File: src/rtl/alu_wb_buffer_pkg.sv
// Shared types for the ALU-to-writeback result buffer.
// XLEN and TRANS_ID_BITS mirror the core-wide riscv/ariane package values.
package alu_wb_buffer_pkg;

   localparam int XLEN          = 64;
   localparam int TRANS_ID_BITS = 3;

   typedef logic [XLEN-1:0] xlen_t;

   // One buffered ALU result; the three fields always travel together.
   typedef struct packed {
      xlen_t                    result;
      logic                     branch_res;
      logic [TRANS_ID_BITS-1:0] trans_id;
   } alu_wb_t;

endpackage

File: src/rtl/alu_wb_buffer.sv
// Small FIFO between the ALU and the scoreboard writeback port.
// It decouples ALU issue from writeback back-pressure with one cycle of
// latency. Ready and valid come only from registered occupancy, so there
// is no combinational path from alu_* to wb_*, or from wb_ready_i to
// alu_ready_o.
module alu_wb_buffer
   import alu_wb_buffer_pkg::*;
#(
   parameter int DEPTH = 2
) (
   input  logic                       clk_i,
   input  logic                       rst_ni,
   input  logic                       flush_i,
   input  logic                       alu_valid_i,
   output logic                       alu_ready_o,
   input  logic [XLEN-1:0]            alu_result_i,
   input  logic                       alu_branch_res_i,
   input  logic [TRANS_ID_BITS-1:0]   alu_trans_id_i,
   output logic                       wb_valid_o,
   input  logic                       wb_ready_i,
   output logic [XLEN-1:0]            wb_result_o,
   output logic                       wb_branch_res_o,
   output logic [TRANS_ID_BITS-1:0]   wb_trans_id_o,
   output logic [$clog2(DEPTH):0]     usage_o
);

   localparam int             PW      = $clog2(DEPTH);
   localparam int             CW      = PW + 1;
   localparam logic [CW-1:0]  DEPTH_C = CW'(DEPTH);

   alu_wb_t          mem [DEPTH];
   logic [PW-1:0]    rd_ptr;
   logic [PW-1:0]    wr_ptr;
   logic [CW-1:0]    usage;
   logic             push;
   logic             pop;
   alu_wb_t          head;

   // Handshakes: a full buffer ignores alu_valid_i even if it pops this
   // cycle, and a flush cancels both directions.
   assign alu_ready_o = (usage < DEPTH_C);
   assign wb_valid_o  = (usage != '0);
   assign push        = alu_valid_i & alu_ready_o & ~flush_i;
   assign pop         = wb_valid_o  & wb_ready_i  & ~flush_i;

   // Pointer and occupancy bookkeeping; pointers wrap naturally at DEPTH.
   // NOTE: sequential state uses non-blocking assignments so every flop
   // samples pre-edge values, independent of statement order.
   always_ff @(posedge clk_i or negedge rst_ni) begin
      if (!rst_ni) begin
         rd_ptr <= '0;
         wr_ptr <= '0;
         usage  <= '0;
      end else if (flush_i) begin
         rd_ptr <= '0;
         wr_ptr <= '0;
         usage  <= '0;
      end else begin
         if (push) wr_ptr <= wr_ptr + PW'(1);
         if (pop)  rd_ptr <= rd_ptr + PW'(1);
         case ({push, pop})
            2'b10:   usage <= usage + CW'(1);
            2'b01:   usage <= usage - CW'(1);
            default: usage <= usage;
         endcase
      end
   end

   // Entry storage, written at the tail on each accepted push.
   // NOTE: the storage is reset on purpose so the head reads zero while in
   // reset; this keeps it as plain flops rather than an inferred RAM.
   always_ff @(posedge clk_i or negedge rst_ni) begin
      if (!rst_ni) begin
         for (int i = 0; i < DEPTH; i++) mem[i] <= '0;
      end else if (push) begin
         mem[wr_ptr] <= '{result:     alu_result_i,
                          branch_res: alu_branch_res_i,
                          trans_id:   alu_trans_id_i};
      end
   end

   // The head entry is presented directly from storage.
   assign head            = mem[rd_ptr];
   assign wb_result_o     = head.result;
   assign wb_branch_res_o = head.branch_res;
   assign wb_trans_id_o   = head.trans_id;
   assign usage_o         = usage;

   // Internal push/pop must never hit a full/empty buffer.
   a_no_push_full: assert property (@(posedge clk_i) disable iff (!rst_ni)
      !(push && (usage == DEPTH_C)))
      else $error("alu_wb_buffer: push while full");

   a_no_pop_empty: assert property (@(posedge clk_i) disable iff (!rst_ni)
      !(pop && (usage == '0)))
      else $error("alu_wb_buffer: pop while empty");

endmodule

File: config.mk
export PLATFORM = sky130hd
export DESIGN_NAME = alu_wb_buffer
export DESIGN_NICKNAME = d
export VERILOG_FILES = /design/src/rtl/alu_wb_buffer_pkg.sv /design/src/rtl/alu_wb_buffer.sv
export SDC_FILE = /design/constraint.sdc
export NUM_CORES = 1
export LEC_CHECK = 0
export BUFFER_PORTS_ARGS = -buffer_cell sky130_fd_sc_hd__buf_2
export CORE_MARGIN = 2
export CORE_UTILIZATION = 54
export CTS_CLUSTER_SIZE = 20
export DETAILED_ROUTE_END_ITERATION = 8
export PLACE_DENSITY = 0.87
export SLEW_MARGIN = 20
export SYNTH_ARGS = -nofsm -noshare
export SYNTH_HDL_FRONTEND = slang
export SYNTH_SLANG_ARGS = --single-unit
File: constraint.sdc
create_clock -name clk_i -period 1.8 [get_ports clk_i]
set_input_delay 0.09 -clock clk_i [delete_from_list [all_inputs] [get_ports clk_i]]
set_output_delay 0.09 -clock clk_i [all_outputs]
set_load 0.005 [all_outputs]
After elaboration in Yosys (flattened, before gate mapping)
Cells that the tools add are included.
{ "word_totals": {"regBits": 140, "in_bits": 73, "out_inout_bits": 72} }
{ "classes": {"add_sub_neg": 4, "n_lt_le_gt_ge": 4, "eq_ne": 2, "n_mux": 12, "n_bitwise": 7, "reduce_logical": 5} }
{ "ops": {"columns": ["operator", "n"], "rows": [
  ["2-to-1 mux 68 bit", 4],
  ["bitwise mux 136 bit", 1],
  ["demux 68 bit (select 1 bit)", 1],
  ["nonzero test 2 bit", 3],
  ["AND 1 bit", 4],
  [">= comparator 2 bit (second input constant)", 2],
  ["2-to-1 mux 1 bit", 4],
  ["inverter 1 -> 2 bit", 2],
  ["one-hot mux 2 bit (2 select lines)", 1],
  ["nonzero test 3 bit", 1],
  ["adder 1 bit (second input constant)", 2],
  ["adder 2 x 1 -> 2 bit (second input constant)", 1],
  ["== test 2 x 1 -> 1 bit (second input constant)", 1],
  ["== test 2 bit (second input constant)", 1],
  ["less-than comparator 2 x 1 -> 1 bit (second input constant)", 1],
  ["less-than comparator 2 bit (second input constant)", 1],
  ["2-to-1 mux 2 bit", 1],
  ["subtractor 2 x 1 -> 2 bit (second input constant)", 1],
  ["logical AND 1 bit", 1],
  ["inverter 1 bit", 1]
]} }

Longest topological paths before layout
{ "logic_depth": {"depth_word": 6, "ltp_mapped": 5, "depth_no_buf": 3} }

Worst setup path before layout
No wires, ideal clock.
{ "synth_timing": {"path_type": "reg2reg", "start": "register usage[1], in the netlist usage_o[1]", "end": "register mem[47] (netlist bit)", "t_arrival_ps": 1486, "path_slack_ps": 186, "path_stages_with_launch": 6, "path_buffers": 2, "cell_sequence": "dfrtp_1 > nand2b_4 > nor3b_4 > buf_6 > buf_6 > mux2_1"} }
{ "synth_between": {"elab_chain_cells": 3} }
{ "synth_lines": {"columns": ["item", "line", "source"], "rows": [
  ["from (decl)", "alu_wb_buffer.sv:34", "logic [CW-1:0] usage;"],
  ["from (signal assigned)", "alu_wb_buffer.sv:62", "2'b10: usage <= usage + CW'(1);"],
  ["from (signal assigned)", "alu_wb_buffer.sv:63", "2'b01: usage <= usage - CW'(1);"],
  ["from (signal assigned)", "alu_wb_buffer.sv:64", "default: usage <= usage;"],
  ["less-than comparator 2 bit", "alu_wb_buffer.sv:41", "assign alu_ready_o = (usage < DEPTH_C);"],
  ["AND 1 bit (2 in a row)", "alu_wb_buffer.sv:43", "assign push = alu_valid_i & alu_ready_o & ~flush_i;"],
  ["to (signal, indexed assignment)", "alu_wb_buffer.sv:76", "mem[wr_ptr] <= '{result: alu_result_i,"],
  ["to (decl)", "alu_wb_buffer.sv:31", "alu_wb_t mem [DEPTH];"]
]} }
No other way between the ends.
A chain may end at the register's enable or synchronous reset.

Final worst setup path
{ "layout_timing": {"start": "register rd_ptr", "end": "output wb_result_o[34]"} }
{ "layout_between": {"elab_chain_cells": 4} }
{ "layout_lines": {"columns": ["item", "line", "source"], "rows": [
  ["from (decl)", "alu_wb_buffer.sv:32", "logic [PW-1:0] rd_ptr;"],
  ["from (signal assigned)", "alu_wb_buffer.sv:60", "if (pop) rd_ptr <= rd_ptr + PW'(1);"],
  ["inverter 1 -> 2 bit (implied by the code)", "alu_wb_buffer.sv:83", "assign head = mem[rd_ptr];"],
  ["2-to-1 mux 68 bit (implied by the code) (3 in a row)", "alu_wb_buffer.sv:83", null],
  ["to (decl)", "alu_wb_buffer.sv:21", "output logic [XLEN-1:0] wb_result_o,"]
]} }
No other way between the ends. The select of a mux whose other input is x is not followed.

==> metrics <==
final WL=13.5 mm; die area=around 12,000 um2; post-route ant nets=0; htree depth=4; Skew-Pair Late Insertion Delay=a little over 0.5 ns; DRC violations left=0; starting density of the core=55.8%; Top Ports=145; total track usage=23.5%; port bufs=between 100 and 150; worst-path maximum fanout=13; max_cap viols=0; Clock Sinks=140; Rows=38; Max Root-Sink Buffers=2; wire length per cell=between 15 and 20 um; mean post-synth cell area=15.8 um2; Slew Viols, Final=0; YS warnings=0; pre-CTS WS=roughly 0.089 ns; Die W=roughly 110 um; die height=approximately 110 um; register area=roughly 3500 um2; vias in the first global route=around 4,500; TritonCTS Buffers=17; CP Launch Type=flip-flop; Synth Instances=between 300 and 400; Routability Congestion=around 0.73; critical path class=reg -> out; Synth Net Count=~460; CP required=around 1.7 ns; CP top delay family=flip-flops; Worst setup EP type=output pin; initial antenna violation count=0; worst reg-to-reg path cell count=4; Rel. slew slack=between 60% and 70%; Worst-path clk slew=roughly 0.06 ns; grt ovf=0; Final setup viols=0; Hold Path Class=in -> async; drt first pass iters=4; synthesis-to-layout area growth=35.6%; flops & latches, synth=140; worst path arrival time=1.69 ns; Clock Tree Root=clkbuf_8; via count=4,002; initial DRC count=~110; critical path's slowest cell=dfrtp_2; crit-path cells=buf_4 > mux2_2 > buf_2; Buf/Inv on CP=2; Via-to-Cell Ratio=between 5 and 6; Fin. Hold Viols=0; total core area=10,900 um2; worst ir drop on vdd=between 700 and 800 uV; CP Depth=3; Slowest Stage Delay on Critical Path=between 0.4 and 0.5 ns; multi-input logic area=about 2400 um2; worst slew pin tran=approximately 0.58 ns; Final nets=around 680; Distinct cells, synth=20; largest net degree at the start of global routing=between 60 and 70; power consumption=between 9 and 10 mW; sequential fraction of the synthesis area=57.6%; Antenna Cells=0; ratio of cells with drive above 1 in the final layout=59.7%; Max Freq=563 MHz; RSZ-0062 raised after global routing=true; Post-Syn Area=6080 um2; detailed placement HPWL=~8.0 mm; CTS tree=yes; status=finished, final reports clean; Period Utilization, post-route=a little under 100%; clock skew=0.00509 ns; Tmin final=1.78 ns; first-pass GRT wire length=between 20 and 25 mm; power per cell area=1180 nW/um2; FILL cells=644; Pleak=3.70 nW; setup ws final=0.0240 ns
layout by cell type, fill, tap and decap left out, types with 5 or more instances in the layout:
| cell type | n |
|---|---|
| mux2_2 | 183 |
| buf_2 | 143 |
| dfrtp_1 | 139 |
| mux2_1 | 20 |
| buf_12 | 7 |
| clkbuf_1 | 5 |
| dlygate4sd3_1 | 72 |
| clkbuf_16 | 16 |
| clkinv_2 | 6 |
per-layer routing:
layer / GRT usage (%) / routed length (um) / up-vias
li1: - / - / 1818
met2: 43.3 / 7320 / 115
met4: 8.23 / 149 / 0
met1: 24.8 / 5190 / 2054
met3: 7.76 / 813 / 15
met5: 0 / 0 / -
final cells by class:
cell class / count / area share (%)
multi-input combinational: 221 / 29.6
tap: 140 / 2.13
clock inverter: 8 / 0.562
inverter: 1 / 0.0456
clock buffer: 23 / 5.42
sequential: 140 / 42.5
timing repair buffer: 225 / 19.7
per-stage QoR:
| step | instance area, um2 | util, % | hold slack [ns] | setup TNS [ns] | instances |
|---|---|---|---|---|---|
| floorplan | 6080 | - | -0.206 | 0 | 384 |
| global placement | 6990 | 64.2 | 0.103 | 0 | 654 |
| detailed placement | 6990 | 64.2 | 0.114 | 0 | 654 |
| CTS | 8230 | 75.6 | 0.140 | -0.118 | 758 |
| global route | 8240 | 75.7 | 0.165 | -1.59 | 758 |
| finish | 8240 | 75.7 | 0.123 | 0 | 758 |
what timing repair did:
action | 4_1_cts | 5_1_grt
hold buffers | 72 | 0
buffers inserted | 0 | 0
hold endpoints to repair | 199 | 0
cloned | 1 | 0
endpoints found under the setup margin | 55 | 66
resized for setup | 1 | 2
power breakdown:
group / switching, mW / total [mW] / internal [mW]
Clock: 1.21 / 2.91 / 1.70
Combinational: 0.852 / 2.32 / 1.47
Sequential: 0.444 / 4.47 / 4.02
flip-flops by register name, indices dropped and copies added, names as in the netlist:
signal	count
wr_ptr	1
mem	136
rd_ptr	1
usage_o	2
synth_stat cells:
master	count	share of area, %
buf_2	6	0.49
nor2_1	2	0.12
nor2b_1	2	0.21
dfrtp_1	140	58
o21ai_0	2	0.16
xor2_1	2	0.29
nand2_1	1	0.062
mux2_2	185	34
buf_4	7	0.86
buf_6	3	0.56
a21oi_1	2	0.16
nor3_4	1	0.27
clkbuf_1	5	0.31
or2_2	1	0.10
nand2b_1	1	0.10
buf_1	1	0.062
mux2_1	20	3.7
nand2b_4	1	0.23
nor3b_4	1	0.31
inv_1	1	0.062
logic make-up (layout without fill, tap and decap cells):
family	after synthesis	in the layout	synth area share (%)
buffers and inverters	23	257	2.35
AO/OA/AOI/OAI	4	4	0.329
AND/OR/NAND/NOR	10	10	1.40
flip-flops	140	140	57.6
XOR/XNOR	2	2	0.288
multiplexers	205	205	38.0
path summary, 6_finish.rpt:
path	startpoint	to	slack, ns
max in group asynchronous	rst_ni	mem[23]	1.03
hold reg to reg	mem[60]	mem[60]	0.48
min in group clk_i	alu_result_i[58]	mem[62]	0.35
hold / removal	rst_ni	mem[132]	0.12
setup reg to reg	usage_o[1]	mem[53]	0.06
setup / recovery	rd_ptr	wb_result_o[34]	0.02
(Power assumes the default switching activity.)
